`src/rtl/pipe_hazard_ctrl_pkg.sv`:
```
// Shared types, forwarding encodings and register-match helpers for the
// ID-stage hazard / forwarding controller.
package pipe_hazard_ctrl_pkg;

    localparam int REG_W       = 5;
    localparam int MDU_LAT_DEF = 4;
    localparam int MDU_CNT_W   = 4;

    localparam logic [1:0] FWD_RF      = 2'b00;
    localparam logic [1:0] FWD_EXE     = 2'b01;
    localparam logic [1:0] FWD_MEM_ALU = 2'b10;
    localparam logic [1:0] FWD_MEM_LD  = 2'b11;

    typedef enum logic [0:0] {
        MDU_IDLE = 1'b0,
        MDU_BUSY = 1'b1
    } mdu_state_t;

    typedef struct packed {
        logic             v;
        logic             wreg;
        logic             load;
        logic [REG_W-1:0] dst;
    } dst_entry_t;

    localparam dst_entry_t DST_EMPTY = '{v: 1'b0, wreg: 1'b0, load: 1'b0, dst: {REG_W{1'b0}}};

    // r0 is hardwired to zero, so it never matches a pending write
    function automatic logic reg_match(input dst_entry_t e, input logic [REG_W-1:0] r);
        return (r != {REG_W{1'b0}}) && e.v && e.wreg && (e.dst == r);
    endfunction

    // An EX-stage load has no data yet, so it falls through to the MEM checks
    function automatic logic [1:0] fwd_sel(input dst_entry_t ex, input dst_entry_t mem,
                                           input logic use_r, input logic [REG_W-1:0] r);
        logic [1:0] sel;
        sel = FWD_RF;
        if (!use_r) begin
            sel = FWD_RF;
        end else if (reg_match(ex, r) && !ex.load) begin
            sel = FWD_EXE;
        end else if (reg_match(mem, r) && !mem.load) begin
            sel = FWD_MEM_ALU;
        end else if (reg_match(mem, r)) begin
            sel = FWD_MEM_LD;
        end else begin
            sel = FWD_RF;
        end
        return sel;
    endfunction

endpackage

```
`src/rtl/pipe_hazard_ctrl_if.sv`:
```
// ID-stage decode fields in, pipeline enables and forwarding selects out.
interface pipe_hazard_ctrl_if;
    import pipe_hazard_ctrl_pkg::*;

    logic             id_valid;
    logic [REG_W-1:0] id_rs;
    logic [REG_W-1:0] id_rt;
    logic             id_use_rs;
    logic             id_use_rt;
    logic             id_wreg;
    logic [REG_W-1:0] id_dst;
    logic             id_load;
    logic             id_mdu;
    logic             id_hilo;
    logic             pc_en;
    logic             ifid_en;
    logic             idex_bubble;
    logic [1:0]       fwd_a;
    logic [1:0]       fwd_b;
    logic             mdu_busy;

    modport master (
        output id_valid, id_rs, id_rt, id_use_rs, id_use_rt, id_wreg, id_dst,
               id_load, id_mdu, id_hilo,
        input  pc_en, ifid_en, idex_bubble, fwd_a, fwd_b, mdu_busy
    );

    modport slave (
        input  id_valid, id_rs, id_rt, id_use_rs, id_use_rt, id_wreg, id_dst,
               id_load, id_mdu, id_hilo,
        output pc_en, ifid_en, idex_bubble, fwd_a, fwd_b, mdu_busy
    );

endinterface

```
`src/rtl/pipe_dst_track.sv`:
```
// Two-deep shadow of destination-register info for the EX and MEM stages;
// a bubble turns the entry entering EX into an invalid slot.
module pipe_dst_track
    import pipe_hazard_ctrl_pkg::*;
(
    input  logic       Clk,
    input  logic       Rst,
    input  dst_entry_t id_entry,
    input  logic       bubble,
    output dst_entry_t ex,
    output dst_entry_t mem
);

    dst_entry_t ex_r;
    dst_entry_t mem_r;
    dst_entry_t ex_next_s;

    // Entry presented to the EX slot, squashed when ID is being held
    always_comb begin
        ex_next_s   = id_entry;
        ex_next_s.v = id_entry.v & ~bubble;
    end

    // Shift the shadow pipeline one stage per clock
    always_ff @(posedge Clk) begin
        if (Rst) begin
            ex_r  <= DST_EMPTY;
            mem_r <= DST_EMPTY;
        end else begin
            ex_r  <= ex_next_s;
            mem_r <= ex_r;
        end
    end

    assign ex  = ex_r;
    assign mem = mem_r;

endmodule

```
`src/rtl/pipe_hazard_ctrl.sv`:
```
// ID-stage hazard detection, operand forwarding select and MDU busy tracking
// for the 5-stage pipeline; all outputs are combinational from ID and state.
module pipe_hazard_ctrl
    import pipe_hazard_ctrl_pkg::*;
#(
    parameter int MDU_LAT = MDU_LAT_DEF
) (
    input logic               Clk,
    input logic               Rst,
    pipe_hazard_ctrl_if.slave bus
);

    localparam logic [MDU_CNT_W-1:0] MDU_RELOAD = MDU_CNT_W'(MDU_LAT - 1);

    dst_entry_t           id_entry_s;
    dst_entry_t           ex_s;
    dst_entry_t           mem_s;
    logic                 load_use_s;
    logic                 mdu_stall_s;
    logic                 stall_s;
    logic                 mdu_issue_s;
    mdu_state_t           mdu_state_r;
    logic [MDU_CNT_W-1:0] mdu_cnt_r;

    // Pack the ID-stage destination fields for the shadow pipeline
    always_comb begin
        id_entry_s = '{v: bus.id_valid, wreg: bus.id_wreg, load: bus.id_load, dst: bus.id_dst};
    end

    pipe_dst_track u_dst_track (
        .Clk      (Clk),
        .Rst      (Rst),
        .id_entry (id_entry_s),
        .bubble   (stall_s),
        .ex       (ex_s),
        .mem      (mem_s)
    );

    // Both hazard sources collapse into one stall so they never stack
    always_comb begin
        load_use_s  = bus.id_valid && ex_s.load &&
                      ((bus.id_use_rs && reg_match(ex_s, bus.id_rs)) ||
                       (bus.id_use_rt && reg_match(ex_s, bus.id_rt)));
        mdu_stall_s = bus.id_valid && (mdu_state_r == MDU_BUSY) && (bus.id_mdu || bus.id_hilo);
        stall_s     = load_use_s || mdu_stall_s;
        mdu_issue_s = bus.id_valid && bus.id_mdu && !stall_s;
    end

    // Pipeline enables, forwarding selects and busy flag; forced benign in reset
    always_comb begin
        bus.pc_en       = 1'b1;
        bus.ifid_en     = 1'b1;
        bus.idex_bubble = 1'b0;
        bus.fwd_a       = FWD_RF;
        bus.fwd_b       = FWD_RF;
        bus.mdu_busy    = 1'b0;
        if (Rst) begin
            bus.pc_en       = 1'b1;
            bus.ifid_en     = 1'b1;
            bus.idex_bubble = 1'b0;
            bus.fwd_a       = FWD_RF;
            bus.fwd_b       = FWD_RF;
            bus.mdu_busy    = 1'b0;
        end else begin
            bus.pc_en       = ~stall_s;
            bus.ifid_en     = ~stall_s;
            bus.idex_bubble = stall_s;
            bus.fwd_a       = fwd_sel(ex_s, mem_s, bus.id_use_rs, bus.id_rs);
            bus.fwd_b       = fwd_sel(ex_s, mem_s, bus.id_use_rt, bus.id_rt);
            bus.mdu_busy    = (mdu_state_r == MDU_BUSY);
        end
    end

    // MDU busy FSM: counts down MDU_LAT cycles after an unstalled issue
    always_ff @(posedge Clk) begin
        if (Rst) begin
            mdu_state_r <= MDU_IDLE;
            mdu_cnt_r   <= {MDU_CNT_W{1'b0}};
        end else begin
            case (mdu_state_r)
                MDU_IDLE: begin
                    if (mdu_issue_s) begin
                        mdu_state_r <= MDU_BUSY;
                        mdu_cnt_r   <= MDU_RELOAD;
                    end else begin
                        mdu_state_r <= MDU_IDLE;
                        mdu_cnt_r   <= mdu_cnt_r;
                    end
                end
                MDU_BUSY: begin
                    if (mdu_cnt_r == {MDU_CNT_W{1'b0}}) begin
                        mdu_state_r <= MDU_IDLE;
                        mdu_cnt_r   <= mdu_cnt_r;
                    end else begin
                        mdu_state_r <= MDU_BUSY;
                        mdu_cnt_r   <= mdu_cnt_r - 4'd1;
                    end
                end
                default: begin
                    mdu_state_r <= MDU_IDLE;
                    mdu_cnt_r   <= {MDU_CNT_W{1'b0}};
                end
            endcase
        end
    end

endmodule

```
`src/flat_wrapper.sv`:
```
// flat-port wrapper written by rule: the top's interface ports become plain ports
module pipe_hazard_ctrl_flat import pipe_hazard_ctrl_pkg::*;
#(
    parameter int MDU_LAT = MDU_LAT_DEF
)
  (Clk, Rst, bus_id_valid, bus_id_rs, bus_id_rt, bus_id_use_rs, bus_id_use_rt, bus_id_wreg, bus_id_dst, bus_id_load, bus_id_mdu, bus_id_hilo, bus_pc_en, bus_ifid_en, bus_idex_bubble, bus_fwd_a, bus_fwd_b, bus_mdu_busy);
  pipe_hazard_ctrl_if bus_i ();
  input logic Clk;
  input logic Rst;
  input wire logic [$bits(bus_i.id_valid)-1:0] bus_id_valid;
  input wire logic [$bits(bus_i.id_rs)-1:0] bus_id_rs;
  input wire logic [$bits(bus_i.id_rt)-1:0] bus_id_rt;
  input wire logic [$bits(bus_i.id_use_rs)-1:0] bus_id_use_rs;
  input wire logic [$bits(bus_i.id_use_rt)-1:0] bus_id_use_rt;
  input wire logic [$bits(bus_i.id_wreg)-1:0] bus_id_wreg;
  input wire logic [$bits(bus_i.id_dst)-1:0] bus_id_dst;
  input wire logic [$bits(bus_i.id_load)-1:0] bus_id_load;
  input wire logic [$bits(bus_i.id_mdu)-1:0] bus_id_mdu;
  input wire logic [$bits(bus_i.id_hilo)-1:0] bus_id_hilo;
  output wire logic [$bits(bus_i.pc_en)-1:0] bus_pc_en;
  output wire logic [$bits(bus_i.ifid_en)-1:0] bus_ifid_en;
  output wire logic [$bits(bus_i.idex_bubble)-1:0] bus_idex_bubble;
  output wire logic [$bits(bus_i.fwd_a)-1:0] bus_fwd_a;
  output wire logic [$bits(bus_i.fwd_b)-1:0] bus_fwd_b;
  output wire logic [$bits(bus_i.mdu_busy)-1:0] bus_mdu_busy;
  assign bus_i.id_valid = bus_id_valid;
  assign bus_i.id_rs = bus_id_rs;
  assign bus_i.id_rt = bus_id_rt;
  assign bus_i.id_use_rs = bus_id_use_rs;
  assign bus_i.id_use_rt = bus_id_use_rt;
  assign bus_i.id_wreg = bus_id_wreg;
  assign bus_i.id_dst = bus_id_dst;
  assign bus_i.id_load = bus_id_load;
  assign bus_i.id_mdu = bus_id_mdu;
  assign bus_i.id_hilo = bus_id_hilo;
  assign bus_pc_en = bus_i.pc_en;
  assign bus_ifid_en = bus_i.ifid_en;
  assign bus_idex_bubble = bus_i.idex_bubble;
  assign bus_fwd_a = bus_i.fwd_a;
  assign bus_fwd_b = bus_i.fwd_b;
  assign bus_mdu_busy = bus_i.mdu_busy;
  pipe_hazard_ctrl #(.MDU_LAT(MDU_LAT)) u_core (.Clk(Clk), .Rst(Rst), .bus(bus_i));
endmodule
```
`config.mk`:
```
export PLATFORM = sky130hd
export DESIGN_NAME = pipe_hazard_ctrl_flat
export DESIGN_NICKNAME = d
export VERILOG_FILES = /design/src/rtl/pipe_hazard_ctrl_pkg.sv /design/src/rtl/pipe_hazard_ctrl_if.sv /design/src/rtl/pipe_dst_track.sv /design/src/rtl/pipe_hazard_ctrl.sv /design/src/flat_wrapper.sv
export SDC_FILE = /design/constraint.sdc
export NUM_CORES = 1
export LEC_CHECK = 0
export BUFFER_PORTS_ARGS = -buffer_cell sky130_fd_sc_hd__buf_2
export CAP_MARGIN = 10
export CELL_PAD_IN_SITES_DETAIL_PLACEMENT = 1
export CELL_PAD_IN_SITES_GLOBAL_PLACEMENT = 2
export CORE_MARGIN = 3
export CORE_UTILIZATION = 30
export DETAILED_ROUTE_END_ITERATION = 8
export GPL_ROUTABILITY_DRIVEN = 0
export GPL_TIMING_DRIVEN = 0
export HOLD_SLACK_MARGIN = 0.12
export PLACE_DENSITY = 0.76
export SYNTH_ARGS = -nofsm -noshare
export SYNTH_HDL_FRONTEND = slang
export SYNTH_HIERARCHICAL = 1
export SYNTH_SLANG_ARGS = --single-unit
export TNS_END_PERCENT = 5
```
`constraint.sdc`:
```
create_clock -name Clk -period 4.45 [get_ports Clk]
set_clock_uncertainty 0.15 [all_clocks]
set_input_delay 1.335 -clock Clk [delete_from_list [all_inputs] [get_ports Clk]]
set_output_delay 1.335 -clock Clk [all_outputs]
set_load 0.01 [all_outputs]
```
==> key figures <==
Power and ir drop
  • Sequential share of power: 0.520
  • Clk pwr share: 0.308
  • Int Power: 0.2959 mW
  • Power density over cell area: 272.7 nW/um^2
  • Worst vdd ir: 0.1726 mV
  • Leak: 0.5810 nW
  • Net load switching power: 0.1044 mW
  • Sw Share: 0.2607
  • Combinational share of power: 0.172

Setup path
  • R2R Setup Slk: 2.20 ns
  • Crit path launch type: input port
  • Start point of the critical path: bus_id_rs[4]
  • CP bufs+invs: 2
  • Top fanout value on the critical path: 4
  • Levels on crit path: 7
  • Reg2reg start: u_core/u_dst_track/ex[1]$_SDFF_PP0_
  • Critical Path RT: 2.96 ns
  • CP Capture Point: bus_ifid_en
  • Cell with the most instances on the worst path: buf_2
  • CP endpoint kind: primary output
  • Reg2reg end: u_core/mdu_cnt_r[0]$_SDFFE_PP0P_
  • Arrival time worst endpoint: 2.90 ns
  • Critical Path, Cell by Cell: buf_2 -> or4_4 -> o211ai_1 -> or3_4 -> and2_4 -> o32a_1 -> buf_2
  • Worst r2r path cells: 7
  • Crit path max-delay family: simple AND/OR/NAND/NOR gates
  • Crit path largest cell delay: 0.54 ns
  • Critical path's slowest cell: or4_4
  • Critical path class: input port to primary output

STA
  • Worst Tran Pin Value: 0.6255 ns
  • Setup violations, final: 0
  • Final min period: 4.381 ns
  • Fmax achieved: 228.3 MHz
  • Fin. Hold Viols: 0
  • Worst Hold Slack: 0.3825 ns
  • Post-route clock period utilization: 0.9845
  • RSZ-0062 raised after global routing: yes
  • Slew HR: 0.5821
  • Fin. max-slew vios: 0

Drt
  • Wirelength, routed: 3054 um
  • Antenna-violating nets left: 0
  • DRC: 0
  • Initial DRT Pass Iterations: 4
  • Initial DRC count: 31
  • Avg WL per Cell: 14.41 um
  • Vias/cell: 4.835
  • DR vias: 1025

Global routing
  • Largest net degree at the start of global routing: 14
  • Vias in the first global route: 1076
  • GRT Util Overall: 0.1470
  • First-pass GRT wire length: 5099 um
  • Total global routing overflow: 0
  • Antenna violations before repair: 0

Synthesis
  • Syn nets: 152
  • Async set-reset flop share out of synthesis: 0
  • Synth area leader: dfxtp_1
  • Most used DFF post-synth: dfxtp_1
  • Mapped cell area: 1157 um^2
  • Synth area leaders: dfxtp_1 36%, xnor2_1 11%, nor2b_1 6.5%
  • Most common cell in the synthesized netlist: dfxtp_1
  • Syn Area/Cell: 9.113 um^2
  • Top cell type's share of synthesized area: 0.3632
  • Post-Syn Instances: 127
  • Yosys cell types: 43
  • Most common library cells after synthesis: 21 x dfxtp_1, 14 x xnor2_1, 12 x nor2b_1
  • Register area share after synthesis: 0.3632
  • FF+latch count, synth: 21
  • Synthesis Warnings: 6
  • Post-synth EDFFs: 0

Final layout
  • # diodes: 0
  • Layout Utilization: 0.4168
  • Final non-filler cell area: 1468 um^2
  • Ratio of cells with drive above 1 in the final layout: 0.3072
  • Filler Cell Count: 434
  • Nets: 192
  • Synthesis-to-layout area growth: 26.81%

CTS
  • Clk_lat worst skew: 0.25 ns
  • Clk pin slew, worst setup/hold paths: 0.07 ns
  • Clk root buf: clkbuf_8
  • Hold_buf cts: 0
  • Cts bufs inserted: 3
  • CTS Sinks: 21
  • Clk buf depth: 2
  • TritonCTS clock tree: done
  • CTS H-tree depth: 1

Worst hold path
  • Hold depth: 1
  • Hold Path Class: register to register

Place
  • Dpl hpwl: 2426 um
  • PortBufs: 31
  • Placed Area: 1370 um^2

Die
  • Starting Density: 0.3287
  • Die ar.: 4639 um^2
  • I/O Pins: 32
  • Chip height: 68.11 um
  • Rows: 21
  • Core Region: 3521 um^2
  • Chip width: 68.11 um

Run status
  • Status: finished clean

Flow run
  • Max_cap viols: 0
## cell usage in the layout, fill, tap and decap left out, types with 2 or more instances in the layout
cell type  netlist  final
buf_4            1      6
buf_6            2      2
o211ai_1         2      2
xnor2_1         14     13
nor3_1           4      4
and2b_1          4      4
nor4_1           2      2
buf_2            0     30
dfxtp_1         21     21
xnor2_2          1      2
or4_4            1      2
nor2_1           9      9
xor2_1           5      5
o32ai_1          2      2
inv_1            6      6
nand2_1          6      6
clkbuf_8         0      3
a211oi_1         3      3
o22ai_1          2      2
nand3_1          5      5
nor2b_1         12     12
## per-stage QoR
stage / setup slack, ns / setup TNS [ns] / power (mW) / instances
6_report: 0.06901 / 0 / 0.4003 / 212
5_1_grt: -0.03300 / -0.06548 / 0.4233 / 212
4_1_cts: 0.02825 / 0 / 0.4056 / 212
3_5_place_dp: -0.2178 / -0.4282 / 0.2789 / 204
3_3_place_gp: -0.2025 / -0.3291 / 0.2749 / 204
2_1_floorplan: 0.06851 / 0 / 0.2505 / 127
## worst register-to-register path, delay by kind of cell, from the launching register on
kind            cells  cell delay, ns
xor+xnor            1            0.14
buf+inv             2            0.27
simple gates        3            0.79
flops               1            0.43
compound gates      1            0.35
## worst min path at each step
stage                                   startpoint                                   end  slack [ns]
5_1_grt        u_core/u_dst_track/ex[3]$_SDFF_PP0_  u_core/u_dst_track/mem[3]$_SDFF_PP0_        0.39
4_1_cts        u_core/u_dst_track/ex[3]$_SDFF_PP0_  u_core/u_dst_track/mem[3]$_SDFF_PP0_        0.38
6_report       u_core/u_dst_track/ex[3]$_SDFF_PP0_  u_core/u_dst_track/mem[3]$_SDFF_PP0_        0.38
3_5_place_dp   u_core/u_dst_track/ex[3]$_SDFF_PP0_  u_core/u_dst_track/mem[3]$_SDFF_PP0_        0.37
2_1_floorplan  u_core/u_dst_track/ex[7]$_SDFF_PP0_  u_core/u_dst_track/mem[7]$_SDFF_PP0_        0.32
3_3_place_gp   u_core/u_dst_track/ex[3]$_SDFF_PP0_  u_core/u_dst_track/mem[3]$_SDFF_PP0_        0.36
## layer usage
| layer | up-vias | track usage | routed length, um |
|---|---|---|---|
| li1 | 523 | - | - |
| met1 | 470 | 0.2113 | 1549 |
| met2 | 30 | 0.2226 | 1306 |
| met3 | 2 | 0.01314 | 171 |
| met4 | 0 | 0.06203 | 27 |
| met5 | - | 0 | 0 |
## power by group through the flow
stage	clock [mW]	combinational, mW	sequential (mW)
2_1_floorplan	0	0.0418	0.209
3_3_place_gp	0	0.0630	0.212
3_5_place_dp	0	0.0665	0.212
4_1_cts	0.128	0.0696	0.208
5_1_grt	0.136	0.0777	0.210
6_report	0.123	0.0690	0.208
## timing repair
action | 4_1_cts | 5_1_grt
gates resized for setup | 4 | 0
pin swaps | 8 | 1
setup endpoints to repair | 3 | 3
buffers inserted | 6 | 0
endpoints found under the hold margin | 0 | 0
## sequential cells by signal, summed over array words and instances (netlist names)
name	flops
u_core/u_dst_track/ex	8
u_core/mdu_state_r	1
u_core/u_dst_track/mem	8
u_core/mdu_cnt_r	4
## kinds of logic after synthesis
| family | count (synthesis) | synth area share |
|---|---|---|
| AND/OR/NAND/NOR | 54 | 0.2714 |
| multiplexers | 1 | 0.008649 |
| XOR/XNOR | 20 | 0.1578 |
| adder cells (fa/ha/maj) | 1 | 0.01081 |
| flip-flops | 21 | 0.3632 |
| AO/OA/AOI/OAI | 20 | 0.1395 |
| buffers and inverters | 10 | 0.04865 |
## final cells by class
class	count	area (um^2)	area share
multi-input cells	96	696.9	0.4748
flip-flops and latches	21	420.4	0.2864
repair buffers	37	206.4	0.1407
well taps	46	57.56	0.03922
clock buffers	3	41.29	0.02813
inverters	6	22.52	0.01535
plain buffers	2	15.01	0.01023
clock inverters	1	7.507	0.005115
No activity file was read; power rests on OpenSTA's default activity.
